==> config.mk <==
export PLATFORM = sky130hd
export DESIGN_NAME = vrf_rd_sequencer
export DESIGN_NICKNAME = d
export VERILOG_FILES = /design/src/rtl/vrf_rd_sequencer.sv
export SDC_FILE = /design/constraint.sdc
export NUM_CORES = 1
export LEC_CHECK = 0
export BUFFER_PORTS_ARGS = -buffer_cell sky130_fd_sc_hd__buf_2
export CORE_ASPECT_RATIO = 2
export CORE_MARGIN = 1.5
export CORE_UTILIZATION = 49
export CTS_CLUSTER_SIZE = 14
export DETAILED_ROUTE_END_ITERATION = 16
export GPL_ROUTABILITY_DRIVEN = 0
export PLACE_DENSITY_LB_ADDON = 0.15
export SLEW_MARGIN = 25
export SYNTH_ARGS = -nofsm -noshare
export SYNTH_HDL_FRONTEND = slang
export SYNTH_SLANG_ARGS = --single-unit
==> constraint.sdc <==
create_clock -name clk -period 4.4 [get_ports clk]
set_input_delay 0.66 -clock clk [delete_from_list [all_inputs] [get_ports clk]]
set_output_delay 0.66 -clock clk [all_outputs]
set_load 0.1 [all_outputs]
==> src/rtl/vrf_rd_sequencer.sv <==
// Operand-fetch sequencer for the banked vector register file: walks a vector
// operation row by row, alternating src1/src2 row reads under a ready handshake.
module vrf_rd_sequencer #(
    parameter int NUM_BANKS = 8,
    parameter int ADDR_W    = 7,
    parameter int VLEN_W    = 10
) (
    input  logic                 clk,
    input  logic                 rstn,
    input  logic                 start,
    input  logic [ADDR_W-1:0]    src1_start_addr,
    input  logic [ADDR_W-1:0]    src2_start_addr,
    input  logic [VLEN_W-1:0]    vec_length,
    input  logic                 flush,
    input  logic                 op_ready,
    output logic                 rd_en,
    output logic [ADDR_W-1:0]    rd_addr,
    output logic [NUM_BANKS-1:0] rd_bank_mask,
    output logic                 rd_sel,
    output logic                 rd_last,
    output logic                 busy,
    output logic                 done
);

    localparam int BANK_W = $clog2(NUM_BANKS);
    localparam int ROW_W  = VLEN_W - BANK_W + 1;
    localparam logic [NUM_BANKS-1:0] ALL_BANKS = '1;

    typedef enum logic [1:0] {
        IDLE  = 2'd0,
        RD_S1 = 2'd1,
        RD_S2 = 2'd2,
        DONE  = 2'd3
    } state_e;

    state_e              state_q, state_d;
    logic [ROW_W-1:0]    row_q, row_d;
    logic [ROW_W-1:0]    rows_q, rows_d;
    logic [ADDR_W-1:0]   src1_q, src1_d;
    logic [ADDR_W-1:0]   src2_q, src2_d;
    logic [BANK_W-1:0]   rem_q, rem_d;

    logic [ROW_W-1:0]     rows_calc;
    logic                 last_row;
    logic [NUM_BANKS-1:0] row_mask;

    // Row count is ceil(len / NUM_BANKS); a partial tail row adds one.
    assign rows_calc = ROW_W'(vec_length >> BANK_W) + ROW_W'(|vec_length[BANK_W-1:0]);
    assign last_row  = (row_q == rows_q - ROW_W'(1));
    assign row_mask  = (last_row && (rem_q != '0)) ? ~(ALL_BANKS << rem_q) : ALL_BANKS;

    always_ff @(posedge clk or negedge rstn) begin
        if (!rstn) begin
            state_q <= IDLE;
            row_q   <= '0;
            rows_q  <= '0;
            src1_q  <= '0;
            src2_q  <= '0;
            rem_q   <= '0;
        end else begin
            state_q <= state_d;
            row_q   <= row_d;
            rows_q  <= rows_d;
            src1_q  <= src1_d;
            src2_q  <= src2_d;
            rem_q   <= rem_d;
        end
    end

    always_comb begin
        state_d = state_q;
        row_d   = row_q;
        rows_d  = rows_q;
        src1_d  = src1_q;
        src2_d  = src2_q;
        rem_d   = rem_q;
        unique case (state_q)
            IDLE: begin
                if (start) begin
                    src1_d  = src1_start_addr;
                    src2_d  = src2_start_addr;
                    rem_d   = vec_length[BANK_W-1:0];
                    rows_d  = rows_calc;
                    row_d   = '0;
                    state_d = (vec_length == '0) ? DONE : RD_S1;
                end
            end
            RD_S1: begin
                if (op_ready) state_d = RD_S2;
            end
            RD_S2: begin
                if (op_ready) begin
                    if (last_row) begin
                        state_d = DONE;
                    end else begin
                        row_d   = row_q + ROW_W'(1);
                        state_d = RD_S1;
                    end
                end
            end
            DONE: state_d = IDLE;
            default: state_d = IDLE;
        endcase
        // Abort wins over every transition, including a start seen in IDLE.
        if (flush) state_d = IDLE;
    end

    always_comb begin
        rd_en        = 1'b0;
        rd_sel       = 1'b0;
        rd_addr      = '0;
        rd_bank_mask = '0;
        rd_last      = 1'b0;
        busy         = (state_q != IDLE);
        done         = (state_q == DONE);
        unique case (state_q)
            RD_S1: begin
                rd_en        = 1'b1;
                rd_addr      = src1_q + ADDR_W'(row_q);
                rd_bank_mask = row_mask;
            end
            RD_S2: begin
                rd_en        = 1'b1;
                rd_sel       = 1'b1;
                rd_addr      = src2_q + ADDR_W'(row_q);
                rd_bank_mask = row_mask;
                rd_last      = last_row;
            end
            default: ;
        endcase
    end

endmodule

==> summary.md, run 1 <==
The flow ran to the end, and the final reports show no timing, DRC or antenna violations. Number of DRC markers in iteration 0: 24. CTS saw 35 sinks. The tools report the number of setup buffers added after CTS as 0. At the end of the flow, the number of nets in the layout was 331. The total overflow left after global routing is 0. The number of synthesized flops with an enable pin was 0; the total length of routed wires was 5.279 mm.

The aggregate negative setup slack was 0 ns; the layout cell share with drive strength beyond 1 was 31.25%. The tools report the number of max-cap violations as 0. For the hold violation count in the final report, the log shows 0. The deepest level of the CTS H-tree is 2, and the synthesis-stage register bit count is 35. The synthesized netlist occupies a cell area of 2364 um^2.

After clock tree synthesis, the clock-pin slew on the worst setup and hold paths is 0.08 ns. In this run the clock root is driven by a sky130_fd_sc_hd__clkbuf_8. Of all nets on the critical path, the largest fanout is 16. The vias after detailed routing came out at 1,877. The startpoint identified for the worst register-to-register timing path is rows_q[0]$_DFFE_PN0P_. Setup repair after global routing left no endpoint under its margin.

The Yosys step of the flow raised 0 warnings. The repair_antennas step left the layout with diodes totalling 0. The core region is 4642 um^2.

Clock latency on the worst-skew pair, taken at its later pin, is 0.29 ns. Using the TritonRoute via totals, the vias-per-cell ratio works out to 5.472. The setup slack of the most critical reg-to-reg path came out at 1.66 ns.

The die area was 5275 um^2. After floorplanning, the core was divided into 35 placement rows. The logs give 4 for the number of iterations in the first detailed-routing pass and 241 for the count of mapped cells out of synthesis. Gates resized during post-CTS repair numbered 0.

In this design, the critical path's most frequently occurring cell is sky130_fd_sc_hd__inv_1. The die outline height is 101.2 um. By area the synthesized netlist is led by sky130_fd_sc_hd__dfrtp_1, sky130_fd_sc_hd__mux2_2, sky130_fd_sc_hd__ha_1. The number of buffers and inverters on the critical path is 3. The cell family contributing the most delay on the critical path is adder cells. Entering global routing, the biggest net connects 36 pins. The run gives 0 as the number of remaining DRC errors.

TritonCTS built the clock tree. The number of cells traversed by the worst register-to-register path is 9, and the mean post-synth cell area is 9.807 um^2. For the pin with the worst max-slew slack, the measured transition is 0.8224 ns. Cell taking the most area after synthesis: sky130_fd_sc_hd__dfrtp_1. The initial utilization of the core area, before any placement, comes to 50.92%.

The die width came out at 52.11 um. At the placement stage, the worst setup path has a slack of 0.7060 ns. The area added between synthesis and finish is 16.15%.

STA classifies the critical path startpoint as a flop. Across all setup checks in the final design, the least slack found is 0.3829 ns. Sequential cell area fraction in the yosys report: 37.06%.

Among all flip-flop cells after synthesis, the most frequent one is sky130_fd_sc_hd__dfrtp_1. The largest incremental delay on the critical path is 0.42 ns. In this run the critical register-to-register path is captured at row_q[0]$_DFFE_PN0P_. At the worst endpoint, the arrival time is 3.36 ns. The minimum period implied by the final worst setup slack was 4.017 ns; the half-perimeter wire length after placement was 4.038 mm. For the number of antenna violations at the first check in global routing, the log shows 0. The clock skew came out at 0.007713 ns.

The worst hold path belongs to the class in2async. Data on the critical path is required at its endpoint by 3.74 ns. Buffers placed on the I/O ports in this run total 48. In this run, post-CTS hold repair placed 0 buffers.

Derived from the worst setup path, the maximum achievable clock frequency is 248.9 MHz. The signal on the critical path passes through inv_1 > ha_2 > mux2_2 > ha_1 > inv_1 > fa_1 > nor2b_1 > o21a_1 > nor2_1 > o21bai_1 > a21oi_1 > xnor2_1 > and2_1 > buf_2. Across every metal layer, demand over resource in global routing totals 22.10%. The share of synthesized area in the top cell type comes to 37.06%. Once detail routing completed, the nets flagged for antenna violations numbered 0.

Headroom to the max-slew limit came out at 45.18%. With fillers left out, the area of the finished cells amounts to 2745 um^2. For the via count of the first global-routing pass, the log shows 1,913. The utilization after layout was 59.14%.

The largest individual stage delay along the critical path comes from the cell sky130_fd_sc_hd__buf_2. Dividing the detail-routed wire length by the instance count gives 15.39 um. The maximum count of clock buffers along a single path came out at 2. STA classifies the critical path endpoint as an output port.

Once placement finished, the instance area stood at 2633 um^2. TritonCTS created 5 clock buffers. The number of ports placed on the die boundary was 49. The number of different library cells used by synthesis comes to 47. The tools report the global-route wire length before repair as 8.735 mm. The final-report setup violation count is 0.

The worst setup path is of the reg2out kind. In the synthesized netlist the async set-or-reset flop fraction comes to 100.0%. In the finished design, the share of the clock period the worst path needs comes to 91.30%. The number of nets handed over by synthesis was 285. The final number of max-transition violations is 0.
-- worst register-to-register path, cell delays in order (launching register included) --
cell and delay, ns:
sky130_fd_sc_hd__dfrtp_1 0.45, sky130_fd_sc_hd__inv_1 0.08, sky130_fd_sc_hd__ha_1 0.18, sky130_fd_sc_hd__nor3b_4 0.33, sky130_fd_sc_hd__nand4b_1 0.14, sky130_fd_sc_hd__o221a_2 0.14, sky130_fd_sc_hd__a211oi_1 0.39, sky130_fd_sc_hd__and4b_4 0.42
sky130_fd_sc_hd__nand2b_1 0.18, sky130_fd_sc_hd__mux2_1 0.33
-- cell type report --
cell class,instances,area [um^2]
fillers,430,1897
multi-input cells,185,1399
flip-flops and latches,35,875.8
repair buffers,49,247.7
clock buffers,5,68.82
well taps,55,68.82
clock inverters,3,43.79
inverters,11,41.29
-- Yosys cell counts, types with 3 or more instances --
library cell	number
sky130_fd_sc_hd__ha_1	14
sky130_fd_sc_hd__mux2_2	25
sky130_fd_sc_hd__and2_1	6
sky130_fd_sc_hd__nor3_1	5
sky130_fd_sc_hd__and3_1	3
sky130_fd_sc_hd__or3_1	6
sky130_fd_sc_hd__o21ai_0	8
sky130_fd_sc_hd__nand3_1	6
sky130_fd_sc_hd__o21ai_1	3
sky130_fd_sc_hd__dfrtp_1	35
sky130_fd_sc_hd__nor2b_1	4
sky130_fd_sc_hd__nor2_1	11
sky130_fd_sc_hd__clkbuf_1	4
sky130_fd_sc_hd__xnor2_1	10
sky130_fd_sc_hd__nand2_1	26
sky130_fd_sc_hd__a21oi_1	11
sky130_fd_sc_hd__mux2i_1	3
sky130_fd_sc_hd__o31ai_1	3
sky130_fd_sc_hd__xor2_1	11
sky130_fd_sc_hd__inv_1	11
-- sequential cells by signal (all words and copies together) (netlist names) --
register  count
row_q         8
rows_q        8
src1_q        7
src2_q        7
rem_q         3
state_q       2
-- metrics by stage --
step	std cells	hold slack [ns]
2_1_floorplan	241	0.3644
3_3_place_gp	335	0.4856
3_5_place_dp	335	0.4875
4_1_cts	343	0.4792
5_1_grt	343	0.5233
6_report	343	0.4662
-- logic make-up (layout without fill, tap and decap cells) --
kind of cell	count (synthesis)	after routing	share of synthesized area (%)
AO/OA/AOI/OAI	41	41	11.12
XOR/XNOR	21	21	7.782
adder cells (fa/ha/maj)	15	15	8.258
buffers and inverters	21	68	4.182
flip-flops	35	35	37.06
multiplexers	29	29	13.66
AND/OR/NAND/NOR	79	79	17.95
-- cell usage in the layout (no fill, tap or decap), types with 2 or more instances in the layout --
master and instances:
sky130_fd_sc_hd__a211oi_1 2, sky130_fd_sc_hd__nor2b_1 3, sky130_fd_sc_hd__o21ai_0 8, sky130_fd_sc_hd__inv_1 11, sky130_fd_sc_hd__o21ai_1 3, sky130_fd_sc_hd__nor3_1 5, sky130_fd_sc_hd__nand2_1 26, sky130_fd_sc_hd__ha_1 13
sky130_fd_sc_hd__o31ai_1 3, sky130_fd_sc_hd__xnor2_1 10, sky130_fd_sc_hd__or3_1 6, sky130_fd_sc_hd__and3_1 3, sky130_fd_sc_hd__nand3_1 6, sky130_fd_sc_hd__o21bai_1 2, sky130_fd_sc_hd__a21oi_1 11, sky130_fd_sc_hd__o221a_2 2
sky130_fd_sc_hd__clkbuf_8 5, sky130_fd_sc_hd__nor2_1 11, sky130_fd_sc_hd__o22ai_1 2, sky130_fd_sc_hd__buf_2 48, sky130_fd_sc_hd__nand4b_1 2, sky130_fd_sc_hd__mux2_2 25, sky130_fd_sc_hd__and2_1 6, sky130_fd_sc_hd__dfrtp_1 35
sky130_fd_sc_hd__or4_1 2, sky130_fd_sc_hd__a21o_1 2, sky130_fd_sc_hd__mux2i_1 3, sky130_fd_sc_hd__xor2_1 11
-- layer usage --
layer  part of all wire [%]  up-vias  global-route usage, %
li1                       -      937                      -
met1                     39      897                  24.48
met2                     56       35                  40.70
met3                    2.3        8                  2.802
met4                    2.1        0                  9.109
met5                      0        -                      0
-- how the worst max path moves through the flow --
stage,cells after the start,end,start,slack (ns)
6_report,14,rd_addr[6],state_q[0]$_DFFE_PN0P_,0.38
5_1_grt,14,rd_addr[6],state_q[0]$_DFFE_PN0P_,0.09
4_1_cts,14,rd_addr[6],state_q[0]$_DFFE_PN0P_,0.36
3_5_place_dp,14,rd_addr[6],state_q[0]$_DFFE_PN0P_,0.71
3_3_place_gp,14,rd_addr[6],state_q[0]$_DFFE_PN0P_,0.81
2_1_floorplan,14,rd_addr[6],state_q[0]$_DFFE_PN0P_,0.09
Power of run 1 is left out: the tool's default activity adds up to more than one toggle a clock period on the data nets, which glitch-free logic cannot reach.
==> inputs of run 2 (changes only) <==
--- a/config.mk
+++ b/config.mk
@@ -5,6 +5,7 @@
 export SDC_FILE = /design/constraint.sdc
 export NUM_CORES = 1
 export LEC_CHECK = 0
+export ABC_AREA = 1
 export BUFFER_PORTS_ARGS = -buffer_cell sky130_fd_sc_hd__buf_2
 export CORE_ASPECT_RATIO = 2
 export CORE_MARGIN = 1.5
@@ -13,7 +14,7 @@
 export DETAILED_ROUTE_END_ITERATION = 16
 export GPL_ROUTABILITY_DRIVEN = 0
 export PLACE_DENSITY_LB_ADDON = 0.15
-export SLEW_MARGIN = 25
+export SLEW_MARGIN = 20
 export SYNTH_ARGS = -nofsm -noshare
 export SYNTH_HDL_FRONTEND = slang
 export SYNTH_SLANG_ARGS = --single-unit
==> run 2 against run 1 <==
Compared with the run above: hold slack worse by 0.019 ns; clock skew is essentially flat; sequential share of layout area is 1.2 points lower; highest routed layer unchanged.
==> summary.md, run 2 <==
The aggregate negative setup slack was 0 ns (unchanged). The overall track demand over capacity in global routing was 23.89% (was 22.10%). The ratio of final minimum period to clock period is 87.72% (was 91.30%). For the final number of max-transition violations, the log shows 0 (unchanged).

The tools report the area of the mapped netlist as 2432 um^2 (was 2364 um^2). Cell taking the most area after synthesis: sky130_fd_sc_hd__dfrtp_1 (unchanged). The run gives 36.01% (was 37.06%) as the sequential cell area fraction in the yosys report.

The die area was 5421 um^2 (was 5275 um^2); the number of iterations in the first detailed-routing pass was 4 (unchanged). The number of setup buffers added after CTS was 0 (unchanged); the effective utilization at floorplan was 50.47% (was 50.92%). The via-per-instance ratio was 5.057 (was 5.472). The tools report the clock root buffer as sky130_fd_sc_hd__clkbuf_8 (unchanged).

The number of DRC markers in iteration 0 was 28 (was 24). The flow ran to the end, and the final reports show no timing, DRC or antenna violations. The leading cell type in the layout, fill and taps excluded was sky130_fd_sc_hd__nand2_1 (was sky130_fd_sc_hd__buf_2). Average wire per cell in the routed design: 12.68 um (was 15.39 um). For the worst path required time, the log shows 3.74 ns (about the same).

Critical path endpoint: rd_addr[6] (unchanged). The floorplan core area came out at 4820 um^2 (was 4642 um^2). Setup repair after global routing left no endpoint under its margin. The post-synthesis async set-or-reset flop share is 100.0% (unchanged). The number of cells traversed by the worst register-to-register path is 6 (was 9), and the number of max-cap violations is 0 (unchanged).

Endpoint of the most critical register-to-register path: rows_q[6]$_DFFE_PN0P_ (was row_q[0]$_DFFE_PN0P_). Commonest cells in the synthesized netlist: sky130_fd_sc_hd__nand2_1, sky130_fd_sc_hd__inv_1, sky130_fd_sc_hd__dfrtp_1 (was sky130_fd_sc_hd__dfrtp_1, sky130_fd_sc_hd__nand2_1, sky130_fd_sc_hd__mux2_2). The logs give 2856 um^2 (was 2745 um^2) for the final instance area and 2714 um^2 (was 2633 um^2) for the total cell area at the placement stage. The number of placement rows is 36 (was 35), and the maximum fanout count along the critical path is 16 (unchanged). The clock skew came out at 0.007710 ns (was 0.007713 ns). Startpoint class of the critical path: a flop (unchanged). The global-route wire length before repair was 9.535 mm (was 8.735 mm); the number of nets in the synthesized netlist was 397 (was 285). The run gives 0 (unchanged) as the final-report setup violation count. The worst setup path startpoint is state_q[0]$_DFFE_PN0P_ (unchanged). The total length of routed wires was 5.796 mm (was 5.279 mm); the number of sinks driven by the clock tree was 35 (unchanged). The primary flip-flop cell chosen by synthesis mapping was sky130_fd_sc_hd__dfrtp_1 (unchanged). The cell with the most instances after synthesis was sky130_fd_sc_hd__nand2_1 (was sky130_fd_sc_hd__dfrtp_1).

The run gives 2,218 (was 1,913) as the via count of the first global-routing pass. The type of element capturing the critical path was an output port (unchanged). The transition at the pin with the smallest max-transition slack works out to 0.7943 ns (was 0.8224 ns). The mean post-synth cell area came out at 6.890 um^2 (was 9.807 um^2).

Most frequent cells in the layout: sky130_fd_sc_hd__nand2_1, sky130_fd_sc_hd__buf_2, sky130_fd_sc_hd__inv_1 (was sky130_fd_sc_hd__buf_2, sky130_fd_sc_hd__dfrtp_1, sky130_fd_sc_hd__nand2_1). For the count of filler cells inserted in the layout, the log shows 497 (was 430). The launching point of the worst reg2reg path was state_q[0]$_DFFE_PN0P_ (was rows_q[0]$_DFFE_PN0P_). The run gives 0 (unchanged) as the aggregate global routing overflow.

The area share of the largest cell type after synthesis came out at 36.01% (was 37.06%). Category of the critical setup timing path: reg2out (unchanged). For the maximum count of clock buffers along a single path, the log shows 2 (unchanged). The run gives 443 (was 331) as the post-layout net count.

Minimum period implied by the final worst setup slack: 3.860 ns (was 4.017 ns). The path category of the worst min-delay check is in2async (unchanged). The tools report the number of warnings printed during yosys synthesis as 0 (unchanged).

The area added between synthesis and finish is 17.44% (was 16.15%), and the number of remaining DRC errors is 0 (unchanged). The synthesis-stage register bit count came out at 35 (unchanged). The run gives 0 (unchanged) as the remaining antenna violation count after routing. The die width is 52.82 um (was 52.11 um), and the count of port buffers added during placement is 48 (unchanged). The setup slack of the most critical reg-to-reg path was 1.77 ns (was 1.66 ns); the die outline height was 102.6 um (was 101.2 um). The run gives 4.679 mm (was 4.038 mm) as the half-perimeter wire length after placement. The maximum achievable frequency was 259.1 MHz (was 248.9 MHz).

The number of buffers added by the clock tree synthesis step was 5 (unchanged); the layout cell share with drive strength beyond 1 was 18.50% (was 31.25%). Deepest level of the CTS H-tree: 2 (unchanged). The CTS clock-pin slew for the worst setup and hold paths was 0.07 ns (was 0.08 ns). Later-pin clock latency in the skew report: 0.29 ns (about the same).

The run gives 30 (was 47) as the count of distinct cell types in the synthesized netlist. The number of antenna violations at the first check in global routing is 0 (unchanged). The logs give 3.20 ns (was 3.36 ns) for the critical path arrival and 36 (unchanged) for the largest net degree at the start of global routing. The number of ports placed on the die boundary came out at 49 (unchanged). Regs by FF count: row_q x8, rows_q x8 (unchanged).

The run gives 2,311 (was 1,877) as the vias after detailed routing. TritonCTS built the clock tree. The hold violation count in the final report came out at 0 (unchanged). The worst slew slack as a fraction of its limit came out at 47.04% (was 45.18%). The number of diodes was 0 (unchanged).

Cell types with the largest area share after synthesis: sky130_fd_sc_hd__dfrtp_1, sky130_fd_sc_hd__nand2_1, sky130_fd_sc_hd__ha_1 (was sky130_fd_sc_hd__dfrtp_1, sky130_fd_sc_hd__mux2_2, sky130_fd_sc_hd__ha_1). The number of synthesized flops with an enable pin works out to 0 (unchanged). The tools report the count of mapped cells out of synthesis as 353 (was 241).
==> run 2: changes by cell type in the layout (fill, tap and decap cells not counted), moves of 7 or more <==
| cell | before | now |
|---|---|---|
| sky130_fd_sc_hd__nand2_1 | 26 | 133 |
| sky130_fd_sc_hd__nor2_1 | 11 | 27 |
| sky130_fd_sc_hd__mux2_2 | 25 | 0 |
| sky130_fd_sc_hd__nor2_2 | 0 | 7 |
| sky130_fd_sc_hd__o21ai_0 | 8 | 16 |
| sky130_fd_sc_hd__inv_1 | 11 | 37 |
| sky130_fd_sc_hd__nand3_1 | 6 | 24 |
==> run 2: repair_timing <==
action	in CTS	in global routing
setup endpoints to repair	0	1
gates resized for setup	0	2
hold buffers	0	0
==> run 2: worst max-delay path: stages, from the launching register on <==
cell                         delay (ns)
sky130_fd_sc_hd__dfrtp_1           0.41
sky130_fd_sc_hd__inv_1             0.10
sky130_fd_sc_hd__ha_2              0.41
sky130_fd_sc_hd__clkinvlp_4        0.31
sky130_fd_sc_hd__nand2_1           0.11
sky130_fd_sc_hd__nand2_1           0.06
sky130_fd_sc_hd__ha_1              0.20
sky130_fd_sc_hd__inv_1             0.07
sky130_fd_sc_hd__fa_1              0.16
sky130_fd_sc_hd__inv_1             0.07
sky130_fd_sc_hd__nand3_1           0.07
sky130_fd_sc_hd__nand2_1           0.08
sky130_fd_sc_hd__nand2_1           0.08
sky130_fd_sc_hd__nand2_1           0.05
sky130_fd_sc_hd__a21oi_1           0.15
sky130_fd_sc_hd__xor2_1            0.09
sky130_fd_sc_hd__nor2_2            0.08
sky130_fd_sc_hd__buf_2             0.42
==> run 2: how the worst min path moves through the flow <==
stage | from | to | slack [ns] | depth (start not counted)
after floorplan | rstn | rem_q[0]$_DFFE_PN0P_ | 0.36 | 0
after global placement | src1_q[3]$_DFFE_PN0P_ | src1_q[3]$_DFFE_PN0P_ | 0.46 | 2
after detailed placement | src1_q[3]$_DFFE_PN0P_ | src1_q[3]$_DFFE_PN0P_ | 0.47 | 2
after CTS | rstn | src1_q[0]$_DFFE_PN0P_ | 0.48 | 1
after global routing | src1_q[2]$_DFFE_PN0P_ | src1_q[2]$_DFFE_PN0P_ | 0.50 | 2
final | rstn | row_q[6]$_DFFE_PN0P_ | 0.45 | 1
==> run 2: kinds of logic after synthesis <==
logic type               Yosys count  synth area share (%)
multiplexers                       1                0.4115
AND/OR/NAND/NOR                  205                 35.55
XOR/XNOR                          12                 4.321
buffers and inverters             51                 8.436
AO/OA/AOI/OAI                     34                 7.253
adder cells (fa/ha/maj)           15                 8.025
flip-flops                        35                 36.01
==> run 2: metal layers <==
metal	routed length (um)	up-vias	track usage, %
met3	130	10	3.768
met2	3454	36	48.46
met4	125	0	7.692
li1	-	1201	-
met5	0	-	0
met1	2085	1064	22.80
==> run 2: stage by stage <==
stage / std cells / utilization [%] / hold WS [ns] / setup WS, ns
4_1_cts: 457 / 59.14 / 0.4817 / 0.3042
5_1_grt: 457 / 59.27 / 0.4996 / 0.1959
3_3_place_gp: 449 / 56.31 / 0.4632 / 0.7270
3_5_place_dp: 449 / 56.31 / 0.4653 / 0.6337
6_report: 457 / 59.27 / 0.4468 / 0.5401
2_1_floorplan: 353 / - / 0.3644 / 0.1180
==> run 2: cell type report <==
type	count	area [um^2]	area share, %
clock buffers	5	68.82	2.409
flip-flops and latches	35	875.8	30.66
inverters	42	161.4	5.650
repair buffers	48	240.2	8.410
clock inverters	3	67.56	2.365
well taps	57	71.32	2.497
multi-input cells	267	1371	48.01
Power of run 2 is left out for the same reason.
==> inputs of run 3 (changes only) <==
==> constraint.sdc (replaced) <==
create_clock -name clk -period 3.2 [get_ports clk]
set_input_delay 0.48 -clock clk [delete_from_list [all_inputs] [get_ports clk]]
set_output_delay 0.48 -clock clk [all_outputs]
set_load 0.1 [all_outputs]
==> run 3 against run 2 <==
Compared with the run above: non-clock buffer count grew 9; core utilization is 4.7 points higher; worst setup slack got worse by 0.39 ns; cell count rose by 2.0%; first-iteration DRC count grew 32%; critical path depth fell by 2; sequential share of layout area decreased by 2.3 points.
==> summary.md, run 3 (synthesis gave the netlist of run 2 again) <==
The global-route track usage on met1 was 25.14% (was 22.80%). In the finished design, the share of the clock period the worst path needs comes to 95.34%. Aggregate negative setup slack: 0 ns (unchanged). The run gives 2,389 (was 2,311) as the vias after detailed routing. For the final worst slack, the log shows 0.1493 ns (was 0.5401 ns). The maximum achievable frequency was 327.8 MHz. Regs by FF count: row_q x8, rows_q x8 (unchanged). The final-report setup violation count was 0 (unchanged). The die outline height was 102.6 um (unchanged). The average wire per cell in the routed design is 13.24 um (was 12.68 um). The run gives 0 (unchanged) as the number of remaining DRC errors.

The layer with the highest usage after global routing is met2 (unchanged). The number of DRC markers in iteration 0 came out at 37 (was 28). The number of sinks driven by the clock tree was 35 (unchanged). The run gives 466 (was 457) as the non-filler instance count after layout. The minimum period implied by the final worst setup slack is 3.051 ns. Instance count after placement with tap cells included: 452 (was 449).

The critical path arrival is 2.57 ns (was 3.20 ns). The tools report the deepest level of the CTS H-tree as 2 (unchanged). The global-route wire length before repair was 10.29 mm (was 9.535 mm); the number of hold-repair buffers added at the cts stage was 0 (unchanged). The worst slew slack as a fraction of its limit was 46.52% (was 47.04%).

The via-per-instance ratio works out to 5.127 (was 5.057). The number of placement rows came out at 36 (unchanged). Global routing met3 resource utilization: 4.638% (was 3.768%). The category of the critical setup timing path was reg2out (unchanged).

The path category of the worst min-delay check is in2async (unchanged). Post-layout net count: 452 (was 443). The overall track demand over capacity in global routing was 25.80% (was 23.89%); the worst path required time was 2.72 ns (was 3.74 ns). For the remaining antenna violation count after routing, the log shows 0 (unchanged). The via count of the first global-routing pass was 2,329 (was 2,218); the CTS clock-pin slew for the worst setup and hold paths was 0.07 ns (about the same). Most frequent cells in the layout: sky130_fd_sc_hd__nand2_1, sky130_fd_sc_hd__buf_2, sky130_fd_sc_hd__inv_1, sky130_fd_sc_hd__dfrtp_1, sky130_fd_sc_hd__nor2_1 (was sky130_fd_sc_hd__nand2_1, sky130_fd_sc_hd__buf_2, sky130_fd_sc_hd__inv_1).

Layout cell share with drive strength beyond 1: 23.96% (was 18.50%). The leading cell type in the layout, fill and taps excluded was sky130_fd_sc_hd__nand2_1 (unchanged). For the number of antenna violations at the first check in global routing, the log shows 0 (unchanged). For the clock skew, the log shows 0.008904 ns (was 0.007710 ns). The clock root buffer was sky130_fd_sc_hd__clkbuf_8 (unchanged). TritonCTS built the clock tree. The floorplan core area came out at 4820 um^2 (unchanged). The number of diodes is 0 (unchanged).

The total cell area at the placement stage is 2870 um^2 (was 2714 um^2), and the final number of max-transition violations is 0 (unchanged). Startpoint class of the critical path: a flop (unchanged). Area added between synthesis and finish: 26.80% (was 17.44%). The tools report the hold violation count in the final report as 0 (unchanged). The run gives 50.87% (was 48.46%) as the met2 track demand over resource. The transition at the pin with the smallest max-transition slack works out to 0.8022 ns (was 0.7943 ns).

The maximum count of clock buffers along a single path is 2 (unchanged), and the maximum fanout count along the critical path is 9 (was 16). The worst slack after detailed placement is 0.1931 ns (was 0.6337 ns), and the sequential cell area is 875.8 um^2 (unchanged). The die area was 5421 um^2 (unchanged); the later-pin clock latency in the skew report was 0.29 ns (about the same). The run gives 4 (unchanged) as the number of iterations in the first detailed-routing pass.

The flow ran to the end, and the final reports show no timing, DRC or antenna violations. The final instance area came out at 3084 um^2 (was 2856 um^2). The aggregate global routing overflow was 0 (unchanged); the number of max-cap violations was 0 (unchanged). The run gives 6.169 mm (was 5.796 mm) as the total length of routed wires. Largest net degree at the start of global routing: 36 (unchanged). The type of element capturing the critical path is an output port (unchanged). The count of filler cells inserted in the layout is 438 (was 497), and the number of ports placed on the die boundary is 49 (unchanged). The number of buffers added by the clock tree synthesis step was 5 (unchanged); the half-perimeter wire length after placement was 4.703 mm (was 4.679 mm). The effective utilization at floorplan is 50.47% (unchanged), and the count of port buffers added during placement is 48 (unchanged).

The die width was 52.82 um (unchanged). For the total area of multi-input combinational cells, the log shows 1476 um^2 (was 1371 um^2). The setup slack of the most critical reg-to-reg path came out at 1.15 ns (was 1.77 ns).
-- run 3: path summary, 6_finish.rpt --
kind / from / endpoint / depth (start not counted)
worst max-delay path: state_q[0]$_DFFE_PN0P_ / rd_addr[6] / 15
worst min-delay path: rstn / row_q[1]$_DFFE_PN0P_ / 1
worst max register to register: state_q[1]$_DFFE_PN0P_ / rows_q[6]$_DFFE_PN0P_ / 7
worst min register to register: src1_q[2]$_DFFE_PN0P_ / src1_q[2]$_DFFE_PN0P_ / 2
max in group asynchronous: rstn / src1_q[2]$_DFFE_PN0P_ / 1
min in group clk: src1_start_addr[6] / src1_q[6]$_DFFE_PN0P_ / 3
-- run 3: metal layers --
metal	vias up	wire (um)
li1	1214	-
met2	49	3469
met5	-	0
met3	19	179
met4	0	194
met1	1107	2327
-- run 3: final cells by class --
cell class	instances	share of cell area [%]
multi-input combinational	267	47.87
timing repair buffer	57	12.41
inverter	42	5.193
sequential	35	28.40
clock buffer	6	2.677
clock inverter	2	1.136
tap	57	2.312
-- run 3: repair_timing --
action | 4_1_cts | 5_1_grt
buffers inserted | 3 | 3
resized for setup | 1 | 13
endpoints found under the hold margin | 0 | 0
endpoints found under the setup margin | 2 | 3
pin swaps | 0 | 6
-- run 3: stage by stage --
| step | hold WS, ns | util [%] |
|---|---|---|
| 4_1_cts | 0.2958 | 62.72 |
| 3_3_place_gp | 0.4623 | 59.55 |
| 2_1_floorplan | 0.1844 | - |
| 3_5_place_dp | 0.4664 | 59.55 |
| 6_report | 0.2772 | 63.99 |
| 5_1_grt | 0.3415 | 63.99 |
-- run 3: critical path: stages, from the launching register on --
cell and delay (ns):
sky130_fd_sc_hd__dfrtp_1 0.41, sky130_fd_sc_hd__inv_2 0.09, sky130_fd_sc_hd__ha_4 0.19, sky130_fd_sc_hd__inv_4 0.04, sky130_fd_sc_hd__buf_4 0.17, sky130_fd_sc_hd__nand2_1 0.06, sky130_fd_sc_hd__nand2_1 0.08, sky130_fd_sc_hd__ha_4 0.25
sky130_fd_sc_hd__a21oi_1 0.16, sky130_fd_sc_hd__nand2_1 0.10, sky130_fd_sc_hd__nand2_1 0.08, sky130_fd_sc_hd__nand2_1 0.07, sky130_fd_sc_hd__a21oi_2 0.16, sky130_fd_sc_hd__xor2_2 0.19, sky130_fd_sc_hd__nor2_4 0.06, sky130_fd_sc_hd__buf_12 0.17
Power of run 3 is left out for the same reason.
